### src/rtl/mem_access_stage.sv
`default_nettype none
// ============================================================================
// mem_access_stage : RV32I memory stage - data-bus req/ready access, store
//                    lane alignment, load extension and MEM/WB registers.
// Optional feature macro: MISALIGN_TRAP_EN (trap on misaligned H/W access).
// Revision: 1.0
// ============================================================================
module mem_access_stage #(
    parameter int WAIT_TIMEOUT = 255,
    parameter int TMO_W        = 8
) (
    input  logic        clk,
    input  logic        reset_n,
    input  logic [4:0]  PIP_memOper_i,
    input  logic [31:0] PIP_alu_result_i,
    input  logic [31:0] PIP_second_operand_i,
    input  logic        PIP_use_mem_i,
    input  logic        PIP_write_reg_i,
    input  logic [4:0]  PIP_rd_i,
    input  logic        PIP_TRAP_i,
    output logic        dmem_req_o,
    output logic        dmem_we_o,
    output logic [31:0] dmem_addr_o,
    output logic [3:0]  dmem_be_o,
    output logic [31:0] dmem_wdata_o,
    input  logic [31:0] dmem_rdata_i,
    input  logic        dmem_ready_i,
    output logic        stall_o,
    output logic [31:0] PIP_mem_data_o,
    output logic [31:0] PIP_alu_result_o,
    output logic        PIP_use_mem_o,
    output logic        PIP_write_reg_o,
    output logic [4:0]  PIP_rd_o,
    output logic        PIP_TRAP_o,
    output logic [31:0] MEM_WB_operand_o
);

    localparam bit             TMO_EN  = (WAIT_TIMEOUT != 0);
    localparam logic [TMO_W-1:0] TMO_VAL = TMO_W'(WAIT_TIMEOUT);

    typedef enum logic [0:0] {
        S_IDLE = 1'b0,
        S_WAIT = 1'b1
    } state_t;

    state_t            state_q, state_d;
    logic [TMO_W-1:0]  cnt_q, cnt_d;
    logic [31:0]       addr_q, addr_d;
    logic [3:0]        be_q, be_d;
    logic [31:0]       wdata_q, wdata_d;
    logic              we_q, we_d;
    logic [4:0]        oper_q, oper_d;

    logic [31:0]       mem_data_q, mem_data_d;
    logic [31:0]       alu_result_q, alu_result_d;
    logic              use_mem_q, use_mem_d;
    logic              write_reg_q, write_reg_d;
    logic [4:0]        rd_q, rd_d;
    logic              trap_q, trap_d;

    // Decode of the instruction currently presented by EX/MEM
    logic [1:0]  size;
    logic        is_mem;
    logic        access;
    logic        misalign_trap;
    logic [31:0] eff_addr;

    assign size   = PIP_memOper_i[1:0];
    assign is_mem = PIP_memOper_i[4] && (size != 2'b11);

`ifdef MISALIGN_TRAP_EN
    logic misaligned;
    assign misaligned    = ((size == 2'b01) && PIP_alu_result_i[0]) ||
                           ((size == 2'b10) && (PIP_alu_result_i[1:0] != 2'b00));
    assign misalign_trap = is_mem && !PIP_TRAP_i && misaligned;
    assign access        = is_mem && !PIP_TRAP_i && !misaligned;
    assign eff_addr      = PIP_alu_result_i;
`else
    // Sub-size address bits are forced to zero so the access stays aligned
    assign misalign_trap = 1'b0;
    assign access        = is_mem && !PIP_TRAP_i;
    always_comb begin
        eff_addr = PIP_alu_result_i;
        if (size == 2'b10)
            eff_addr[1:0] = 2'b00;
        else if (size == 2'b01)
            eff_addr[0] = 1'b0;
    end
`endif

    // Store lane placement for the current instruction
    logic [3:0]  cur_be;
    logic [31:0] cur_wdata;
    always_comb begin
        cur_be    = 4'b1111;
        cur_wdata = PIP_second_operand_i;
        case (size)
            2'b00: begin
                cur_be    = 4'b0001 << eff_addr[1:0];
                cur_wdata = {4{PIP_second_operand_i[7:0]}};
            end
            2'b01: begin
                cur_be    = eff_addr[1] ? 4'b1100 : 4'b0011;
                cur_wdata = {2{PIP_second_operand_i[15:0]}};
            end
            default: ;
        endcase
    end

    // While waiting, extraction uses the values captured at issue
    logic [1:0]  sel_off;
    logic [4:0]  sel_oper;
    logic [7:0]  ld_byte;
    logic [15:0] ld_half;
    logic [31:0] load_ext;

    assign sel_off  = (state_q == S_WAIT) ? addr_q[1:0] : eff_addr[1:0];
    assign sel_oper = (state_q == S_WAIT) ? oper_q      : PIP_memOper_i;

    always_comb begin
        ld_byte = dmem_rdata_i[7:0];
        case (sel_off)
            2'b01:   ld_byte = dmem_rdata_i[15:8];
            2'b10:   ld_byte = dmem_rdata_i[23:16];
            2'b11:   ld_byte = dmem_rdata_i[31:24];
            default: ld_byte = dmem_rdata_i[7:0];
        endcase
        ld_half = sel_off[1] ? dmem_rdata_i[31:16] : dmem_rdata_i[15:0];
        case (sel_oper[1:0])
            2'b00:   load_ext = {{24{~sel_oper[2] & ld_byte[7]}}, ld_byte};
            2'b01:   load_ext = {{16{~sel_oper[2] & ld_half[15]}}, ld_half};
            default: load_ext = dmem_rdata_i;
        endcase
    end

    logic req;
    logic stall;
    logic complete;
    logic timeout;
    logic cur_we;
    logic is_store;
    logic [TMO_W-1:0] cnt_inc;

    assign cur_we   = access && PIP_memOper_i[3];
    assign is_store = sel_oper[4] && sel_oper[3];
    assign cnt_inc  = cnt_q + TMO_W'(1);

    always_comb begin
        state_d  = state_q;
        cnt_d    = cnt_q;
        addr_d   = addr_q;
        be_d     = be_q;
        wdata_d  = wdata_q;
        we_d     = we_q;
        oper_d   = oper_q;
        req      = 1'b0;
        stall    = 1'b0;
        complete = 1'b0;
        timeout  = 1'b0;
        case (state_q)
            S_IDLE: begin
                req = access;
                if (access && !dmem_ready_i) begin
                    stall   = 1'b1;
                    state_d = S_WAIT;
                    cnt_d   = '0;
                    addr_d  = eff_addr;
                    be_d    = cur_be;
                    wdata_d = cur_wdata;
                    we_d    = cur_we;
                    oper_d  = PIP_memOper_i;
                end else begin
                    complete = 1'b1;
                end
            end
            S_WAIT: begin
                req = 1'b1;
                if (dmem_ready_i) begin
                    complete = 1'b1;
                    state_d  = S_IDLE;
                    cnt_d    = '0;
                end else if (TMO_EN && (cnt_inc == TMO_VAL)) begin
                    complete = 1'b1;
                    timeout  = 1'b1;
                    state_d  = S_IDLE;
                    cnt_d    = '0;
                end else begin
                    stall = 1'b1;
                    cnt_d = cnt_inc;
                end
            end
            default: state_d = S_IDLE;
        endcase
    end

    // MEM/WB register next values; non-completing cycles insert a bubble
    always_comb begin
        mem_data_d   = '0;
        alu_result_d = '0;
        use_mem_d    = 1'b0;
        write_reg_d  = 1'b0;
        rd_d         = '0;
        trap_d       = 1'b0;
        if (complete) begin
            alu_result_d = PIP_alu_result_i;
            use_mem_d    = PIP_use_mem_i;
            rd_d         = PIP_rd_i;
            trap_d       = PIP_TRAP_i || timeout || misalign_trap;
            write_reg_d  = PIP_write_reg_i && !is_store && !trap_d;
            if (req && dmem_ready_i && !is_store)
                mem_data_d = load_ext;
        end
    end

    always_ff @(posedge clk or negedge reset_n) begin
        if (!reset_n) begin
            state_q      <= S_IDLE;
            cnt_q        <= '0;
            addr_q       <= '0;
            be_q         <= '0;
            wdata_q      <= '0;
            we_q         <= 1'b0;
            oper_q       <= '0;
            mem_data_q   <= '0;
            alu_result_q <= '0;
            use_mem_q    <= 1'b0;
            write_reg_q  <= 1'b0;
            rd_q         <= '0;
            trap_q       <= 1'b0;
        end else begin
            state_q      <= state_d;
            cnt_q        <= cnt_d;
            addr_q       <= addr_d;
            be_q         <= be_d;
            wdata_q      <= wdata_d;
            we_q         <= we_d;
            oper_q       <= oper_d;
            mem_data_q   <= mem_data_d;
            alu_result_q <= alu_result_d;
            use_mem_q    <= use_mem_d;
            write_reg_q  <= write_reg_d;
            rd_q         <= rd_d;
            trap_q       <= trap_d;
        end
    end

    // Gated by reset_n so an in-flight request disappears the moment reset hits
    assign dmem_req_o   = reset_n && req;
    assign stall_o      = reset_n && stall;
    assign dmem_we_o    = (state_q == S_WAIT) ? we_q : cur_we;
    assign dmem_addr_o  = (state_q == S_WAIT) ? {addr_q[31:2], 2'b00} : {eff_addr[31:2], 2'b00};
    assign dmem_be_o    = (state_q == S_WAIT) ? be_q : cur_be;
    assign dmem_wdata_o = (state_q == S_WAIT) ? wdata_q : cur_wdata;

    assign PIP_mem_data_o   = mem_data_q;
    assign PIP_alu_result_o = alu_result_q;
    assign PIP_use_mem_o    = use_mem_q;
    assign PIP_write_reg_o  = write_reg_q;
    assign PIP_rd_o         = rd_q;
    assign PIP_TRAP_o       = trap_q;
    assign MEM_WB_operand_o = use_mem_q ? mem_data_q : alu_result_q;

endmodule
`default_nettype wire

### config.mk
export PLATFORM = sky130hd
export DESIGN_NAME = mem_access_stage
export DESIGN_NICKNAME = d
export VERILOG_FILES = /design/src/rtl/mem_access_stage.sv
export SDC_FILE = /design/constraint.sdc
export NUM_CORES = 1
export LEC_CHECK = 0
export ABC_AREA = 1
export BUFFER_PORTS_ARGS = -buffer_cell sky130_fd_sc_hd__clkbuf_2
export CORE_MARGIN = 5
export CORE_UTILIZATION = 30
export DETAILED_ROUTE_END_ITERATION = 8
export PLACE_DENSITY = 0.61
export SYNTH_ARGS = -nofsm -noshare
export SYNTH_HDL_FRONTEND = slang
export SYNTH_SLANG_ARGS = --single-unit
### constraint.sdc
create_clock -name clk -period 1.71 [get_ports clk]
set_input_delay 0.0855 -clock clk [delete_from_list [all_inputs] [get_ports clk]]
set_output_delay 0.0855 -clock clk [all_outputs]
set_load 0.02 [all_outputs]
=== Word level (Yosys, flattened, before mapping) ===
Cells that the tools add are included.

* Register bits: 155
* Bits in latches: 0
* Memory bits (writable): 0
* Bits in read-only memories: 0
* Output and inout port bits: 175
* Logic and storage cells: 85
* Memories kept: 0

* Add/sub/neg operators: 1
* Multipliers: 0
* Divide/modulo/power cells: 0
* Order comparisons: 0
* Equal/unequal tests: 9
* Shift operators: 1
* Mux-type cells: 38
* Bitwise logic cells: 4
* Reductions and logical operators: 19

{| class="wikitable"
|+ Operator list
! cell !! count
|-
| two-way mux 32 bit || 6
|-
| one-hot mux 32 bit (2 select lines) || 2
|-
| two-way mux 8 bit || 3
|-
| one-hot mux 8 bit (3 select lines) || 1
|-
| two-way mux 16 bit || 1
|-
| one-hot mux 8 bit (2 select lines) || 1
|-
| two-way mux 1 bit || 15
|-
| logical AND 1 bit || 11
|-
| two-way mux 5 bit || 2
|-
| adder 8 x 1 -> 8 bit, second input constant || 1
|-
| equality test 8 bit, second input constant || 1
|-
| two-way mux 4 bit || 2
|-
| one-hot mux 4 bit (2 select lines) || 1
|-
| equality test 2 x 1 -> 1 bit, second input constant || 3
|-
| equality test 2 bit, second input constant || 3
|-
| one-hot mux 1 bit (2 select lines) || 3
|-
| zero test 1 bit || 4
|-
| zero test 2 bit || 2
|-
| inequality test 2 bit, second input constant || 2
|-
| left shift 1 x 2 -> 4 bit, first input constant || 1
|-
| bitwise AND 1 bit || 2
|-
| two-way mux 2 bit || 1
|-
| inverter 1 bit || 2
|-
| AND reduction 2 bit || 1
|-
| logical OR 1 bit || 1
|}

=== Depth between registers and ports, before layout ===
* Word-level depth: 10
* Mapped depth: 13

=== Worst setup path after synthesis ===
No wires, ideal clock.

* Path type: register to output
* Start point: register state_q
* End point: output port stall_o
* Arrival: 1.567 ns
* Path slack: 0.058 ns
* Stages on the path, launching flop included: 8
* Buffers on the path: 4
* Cell sequence: dfrtp_1 -> buf_6 -> buf_2 -> nor2_4 -> inv_4 -> buf_4 -> buf_2 -> a21oi_1

* Cells in the longest elaborated chain, start to end: 3

{| class="wikitable"
|+ RTL lines
! element !! RTL line !! text
|-
| start: declaration || 46 || <nowiki>state_t state_q, state_d;</nowiki>
|-
| start signal: assignment || 231 || <nowiki>state_q <= state_d;</nowiki>
|-
| inverter 1 bit (no line) || -- ||
|-
| one-hot mux 1 bit (2 select lines) * || 160 || <nowiki>case (state_q)</nowiki>
|-
| logical AND 1 bit * || 249 || <nowiki>assign stall_o = reset_n && stall;</nowiki>
|-
| end: declaration || 28 || <nowiki>output logic stall_o,</nowiki>
|}

Every way passes the cells marked *; elsewhere a longest branch is shown, timed or not.

=== Worst setup path after layout ===
* Start point: register state_q
* End point: register mem_data_q[14] (netlist: PIP_mem_data_o[14])

* Cells in the longest elaborated chain, start to end: 7
* Elaborated cells on any way between the ends: 21

{| class="wikitable"
|+ RTL lines
! element !! RTL line !! text
|-
| two-way mux 2 bit || 117 || <nowiki>assign sel_off = (state_q == S_WAIT) ? addr_q[1:0] : eff_addr[1:0];</nowiki>
|-
| equality test 2 bit or equality test 2 x 1 -> 1 bit (tied branches) || 122 || <nowiki>case (sel_off)</nowiki>
|-
| one-hot mux 8 bit (3 select lines) || 122 ||
|-
| bitwise AND 1 bit || 130 || <nowiki>2'b00: load_ext = {{24{~sel_oper[2] & ld_byte[7]}}, ld_byte};</nowiki>
|-
| one-hot mux 32 bit (2 select lines) || 129 || <nowiki>case (sel_oper[1:0])</nowiki>
|-
| two-way mux 32 bit || 210 || <nowiki>if (req && dmem_ready_i && !is_store)</nowiki>
|-
| two-way mux 32 bit * || 204 || <nowiki>if (complete) begin</nowiki>
|-
| named net mem_data_d[14] || 54 || <nowiki>logic [31:0] mem_data_q, mem_data_d;</nowiki>
|-
| end signal: assignment || 238 || <nowiki>mem_data_q <= mem_data_d;</nowiki>
|-
| end: declaration || 54 ||
|}

The timed path passes the listed nets; every way through them passes the cells marked *.
A chain may end at the register's enable or synchronous reset.

==> flow_results.org <==
** Critical path
- Category of the worst setup path launch point :: flop
- Origin of the critical flop-to-flop path :: state_q
- On the worst path, the slowest cell contributes a delay of 0.51 ns.
- The cell that appears most often on the critical path is sky130_fd_sc_hd__buf_12.
- Critical path start-end classification :: flop to flop
- The signal on the critical path passes through buf_12 -> inv_12 -> buf_6 -> nand3_4 -> nand2_4 -> buf_12 -> clkinv_8 -> nand3_2 -> nand2_2 -> inv_2 -> nand3_4 -> buf_12 -> clkbuf_16 -> a21oi_2.
- Along the worst path, the maximum fanout reaches 5.
- STA classifies the critical path endpoint as a flop.
- Required @ worst endpoint :: 2.07 ns
- Grouping stages by cell kind, the critical path spends the most delay in buffers and inverters.
- Together, buffers and inverters on the worst path number 8.
- Crit-path slowest cell :: sky130_fd_sc_hd__dfrtp_4
- Arrival time of the worst setup path :: 2.35 ns
- In this run the worst setup path begins at state_q.

** Synth
- Compound-Gate Fraction of Synth Area :: 17.8%
- Number of instances in the synthesized netlist :: 993
- Counting flops with a built-in enable in the synthesized netlist gives 0.
- Count of cell types in the netlist :: 39
- Area leader, netlist :: sky130_fd_sc_hd__dfrtp_1
- Simple-gate area share of the yosys netlist :: 19.9%
- Summing the areas of all xor and xnor instances in the mapped netlist gives 0.214% of the synthesized area.
- For this run, asynchronously set or reset flops after synthesis account for 100%.
- Flops & latches, synth :: 155
- Ranked by total cell area, the synthesized netlist is headed by sky130_fd_sc_hd__dfrtp_1 47%, sky130_fd_sc_hd__nand2_1 11%, sky130_fd_sc_hd__o21ai_0 10%.
- The portion of synthesized area spent on multiplexers is 4.40%.
- The share of synthesized area in the top cell type comes to 47.4%.
- Cell area after synthesis :: 8180 sq um
- Summing the areas of all fa, ha and maj instances in the mapped netlist gives 0.306% of the synthesized area.
- The most used flip-flop cell after synthesis is sky130_fd_sc_hd__dfrtp_1.
- After synthesis, the largest family of logic cells by area is simple AND/OR/NAND/NOR gates.
- Post-synthesis area per instance :: 8.24 sq um
- Of the synthesized area, sequential elements account for 47.4%.
- For this run, the number of Yosys warnings is 0.

** Global route
- Number of antenna violations at the first check in global routing :: 1
- The via count of the first global-routing pass was 8699.
- For this run, the total global-route usage over all layers was measured as 19.7%.
- Entering global routing, the biggest net connects 82 pins.
- The total overflow left after global routing is 0.
- Wire length of the first global-routing pass :: around 48000 microns

** Timing
- Setup violation total in the final timing report :: roughly 140
- Crit path setup slack, layout :: -0.278 ns
- The final-report hold violation count came to 0.
- After layout, the minimum clock period comes to 1.99 ns.
- The max-slew violation total from the final report is 0.
- Crit share post-route :: 116%
- Highest clock frequency the design can meet :: 0.503 GHz
- Setup repair after global routing could not meet its margin everywhere.
- For the final database, setup skew stands at between 0.01 and 0.015 ns.

** Final layout
- Excluding fillers, the count of instances in the completed layout stands at 1766.
- The layout has 2333 filler cells.
- Nets :: 1525
- The post-route netlist has 51.8% of its cells at a drive strength greater than 1.
- P&R area growth vs syn :: 73.4%

** Placed design
- Port buffering added ~280 buffers.
- In this run, placement finished with an instance count of ~1600.
- At the placement stage, the worst setup path has a slack of -0.0680 ns.
- HPWL after DPL :: 20900 microns
- Routability-driven placement congestion ratio :: 0.930

** Power
- Dividing total power by cell area gives a power density of ~900 nW/um^2.
- Of the total power, the share spent switching nets is 35.9%.
- Internal power summed over all cells :: around 8 mW
- The share of total power dissipated in sequential elements is ~35%.
- The worst-case IR drop observed on VDD is between 0.0004 and 0.0005 V.
- In this run, the clock network consumes 30.8% of the power.
- For this design the total switching power over the nets is around 4.5 mW.
- Summed over all cells, the static leakage comes to between 6 and 7 nW.
- Of the total power, combinational logic draws ~34%.

** Die
- Core region area :: between 20000 and 30000 sq um
- Die width :: 175 microns
- Chip height :: 175 microns
- Starting density of the core :: 30.4%
- The floorplan step defined a die boundary enclosing 30700 sq um.
- Cell row count :: 60
- During I/O placement, the number of pins put on the boundary was 287.

** Run
- Count of maximum capacitance violations :: 0

** Route
- Post-DR vias/cell :: 4.92
- For this block, the via count after detailed routing is 8685.
- Post-detailed-routing wire length :: between 30000 and 40000 microns
- The count of nets left with antenna violations once routing finished came out at 0.
- For this run, design rule violations remaining after detail routing come to 0.
- 1st-pass router iterations :: 5
- Wirelength per Cell :: ~19 microns
- Drt first-iter violations :: 542

** Status
- Run status :: complete, but fails checks
- The checks that failed: negative setup slack.

** Min path
- Origin of the worst min-delay path :: PIP_alu_result_i[30]
- The min-delay analysis places its worst path in the category primary input to flop.

** Clock network
- Longest Clk Path Bufs :: 2
- CTS tree :: done
- CTS Sinks :: 155
- Clock tree synthesis selected as its root buffer the cell sky130_fd_sc_hd__clkbuf_16.
- CTS built an H-tree with a depth of 4.
- Buffers inserted during clock tree synthesis total 17.
- Clock transition at the registers of the reported paths :: ~0.080 ns
- Clock insertion delay at the later pin of the skew report :: around 0.43 ns
[cell usage in the layout, fill, tap and decap left out, types with 26 or more instances in the layout]
master	netlist	routed
sky130_fd_sc_hd__nand2_4	6	34
sky130_fd_sc_hd__nand2_1	233	173
sky130_fd_sc_hd__buf_6	12	59
sky130_fd_sc_hd__o21ai_2	1	51
sky130_fd_sc_hd__buf_4	5	51
sky130_fd_sc_hd__clkbuf_2	0	191
sky130_fd_sc_hd__inv_1	113	111
sky130_fd_sc_hd__nand2_2	6	36
sky130_fd_sc_hd__o21ai_0	170	86
sky130_fd_sc_hd__o21ai_1	24	39
sky130_fd_sc_hd__dfrtp_1	155	151
sky130_fd_sc_hd__dlygate4sd3_1	0	62
sky130_fd_sc_hd__nor2_2	42	47
sky130_fd_sc_hd__clkbuf_16	0	26
[flip-flops by register name (all words and copies together), names as in the netlist]
signal and flops:
PIP_alu_result_o 32, PIP_mem_data_o 32, addr_q 32, wdata_q 32, cnt_q 8, PIP_rd_o 5, oper_q 5, be_q 4
PIP_TRAP_o 1, PIP_use_mem_o 1, PIP_write_reg_o 1, state_q 1, we_q 1
[synthesized netlist by cell type (3+ instances only)]
cell and count:
sky130_fd_sc_hd__dfrtp_1 155, sky130_fd_sc_hd__buf_1 3, sky130_fd_sc_hd__mux2_2 32, sky130_fd_sc_hd__o21ai_1 24
sky130_fd_sc_hd__buf_2 10, sky130_fd_sc_hd__nor2_4 3, sky130_fd_sc_hd__nand3_1 21, sky130_fd_sc_hd__o21ai_0 170
sky130_fd_sc_hd__inv_2 9, sky130_fd_sc_hd__a21oi_1 20, sky130_fd_sc_hd__buf_6 12, sky130_fd_sc_hd__clkbuf_1 28
sky130_fd_sc_hd__o22ai_1 3, sky130_fd_sc_hd__buf_4 5, sky130_fd_sc_hd__nand2_4 6, sky130_fd_sc_hd__nand2_2 6
sky130_fd_sc_hd__nor2_1 34, sky130_fd_sc_hd__nor2_2 42, sky130_fd_sc_hd__inv_1 113, sky130_fd_sc_hd__a22oi_1 3
sky130_fd_sc_hd__a31oi_1 5, sky130_fd_sc_hd__a21oi_2 20, sky130_fd_sc_hd__or2_2 5, sky130_fd_sc_hd__nand2_1 233
sky130_fd_sc_hd__o211ai_1 11
[through the flow]
step	hold WS (ns)	total power [mW]	utilization (%)	area, sq um	TNS [ns]
CTS	0.000318	11.9	48.6	13100	-9.75
floorplan	-0.210	6.09	-	8190	0
global route	0.00935	13.1	52.8	14200	-31.16
finish	0.00982	12.5	52.8	14200	-18.94
global placement	0.203	7.13	37.9	10200	0
detailed placement	0.202	7.18	37.9	10200	-0.234
[power groups by stage]
stage	clock [mW]	sequential, mW	combinational, mW
after detailed placement	0	4.44	2.74
after global routing	4.08	4.46	4.51
after floorplan	0	4.51	1.58
final	3.84	4.41	4.21
after global placement	0	4.43	2.71
after CTS	3.91	4.38	3.62
[metal layers]
layer / part of all wire (%) / GRT usage [%] / up-vias
met2: 49 / 32.9 / 392
met1: 40 / 24.0 / 4151
li1: - / - / 4055
met5: 0 / 0 / -
met4: 3.7 / 8.61 / 0
met3: 7.3 / 4.98 / 87
[final timing paths]
path / end / cells past startpoint / slack [ns]
setup / recovery: PIP_mem_data_o[14] / 14 / -0.28
hold / removal: PIP_alu_result_o[30] / 3 / 0.01
setup reg to reg: PIP_mem_data_o[14] / 14 / -0.28
hold reg to reg: addr_q[5] / 2 / 0.49
max in group asynchronous: PIP_use_mem_o / 3 / 1.01
min in group asynchronous: PIP_mem_data_o[4] / 3 / 0.28
[worst min-delay path, delay by kind of cell]
| family | cells | cell delay (ns) |
|---|---|---|
| buf+inv | 2 | 0.18 |
| simple gates | 1 | 0.12 |
[cell families (layout without fill, tap and decap cells)]
logic type | Yosys count | after routing
and+or+nand+nor | 358 | 358
AOI/OAI and AO/OA | 261 | 261
buffers and inverters | 182 | 612
DFF | 155 | 155
muxes | 32 | 32
adders and majority gates | 2 | 2
xor gates and xnor gates | 2 | 2
other | 1 | 3
[repair_timing]
action                     4_1_cts  5_1_grt
hold buffers                    62        0
setup endpoints to repair       93      151
gates cloned                    13        9
setup buffers                   40        8
gates resized for setup        340      307
hold endpoints to repair       243        0
pin swaps                       48       44
[layout make-up]
cell class              count  area (sq um)  share of cell area (%)
diodes                      1          2.50                  0.0176
clock buffers              18           439                    3.10
clock inverters            14           148                    1.04
inverters                 124           519                    3.66
multi-input cells         657          4590                    32.4
flip-flops and latches    155          3890                    27.4
well taps                 341           427                    3.01
repair buffers            455          4170                    29.4
repair inverters            1          6.26                  0.0441
(Power assumes the default switching activity.)
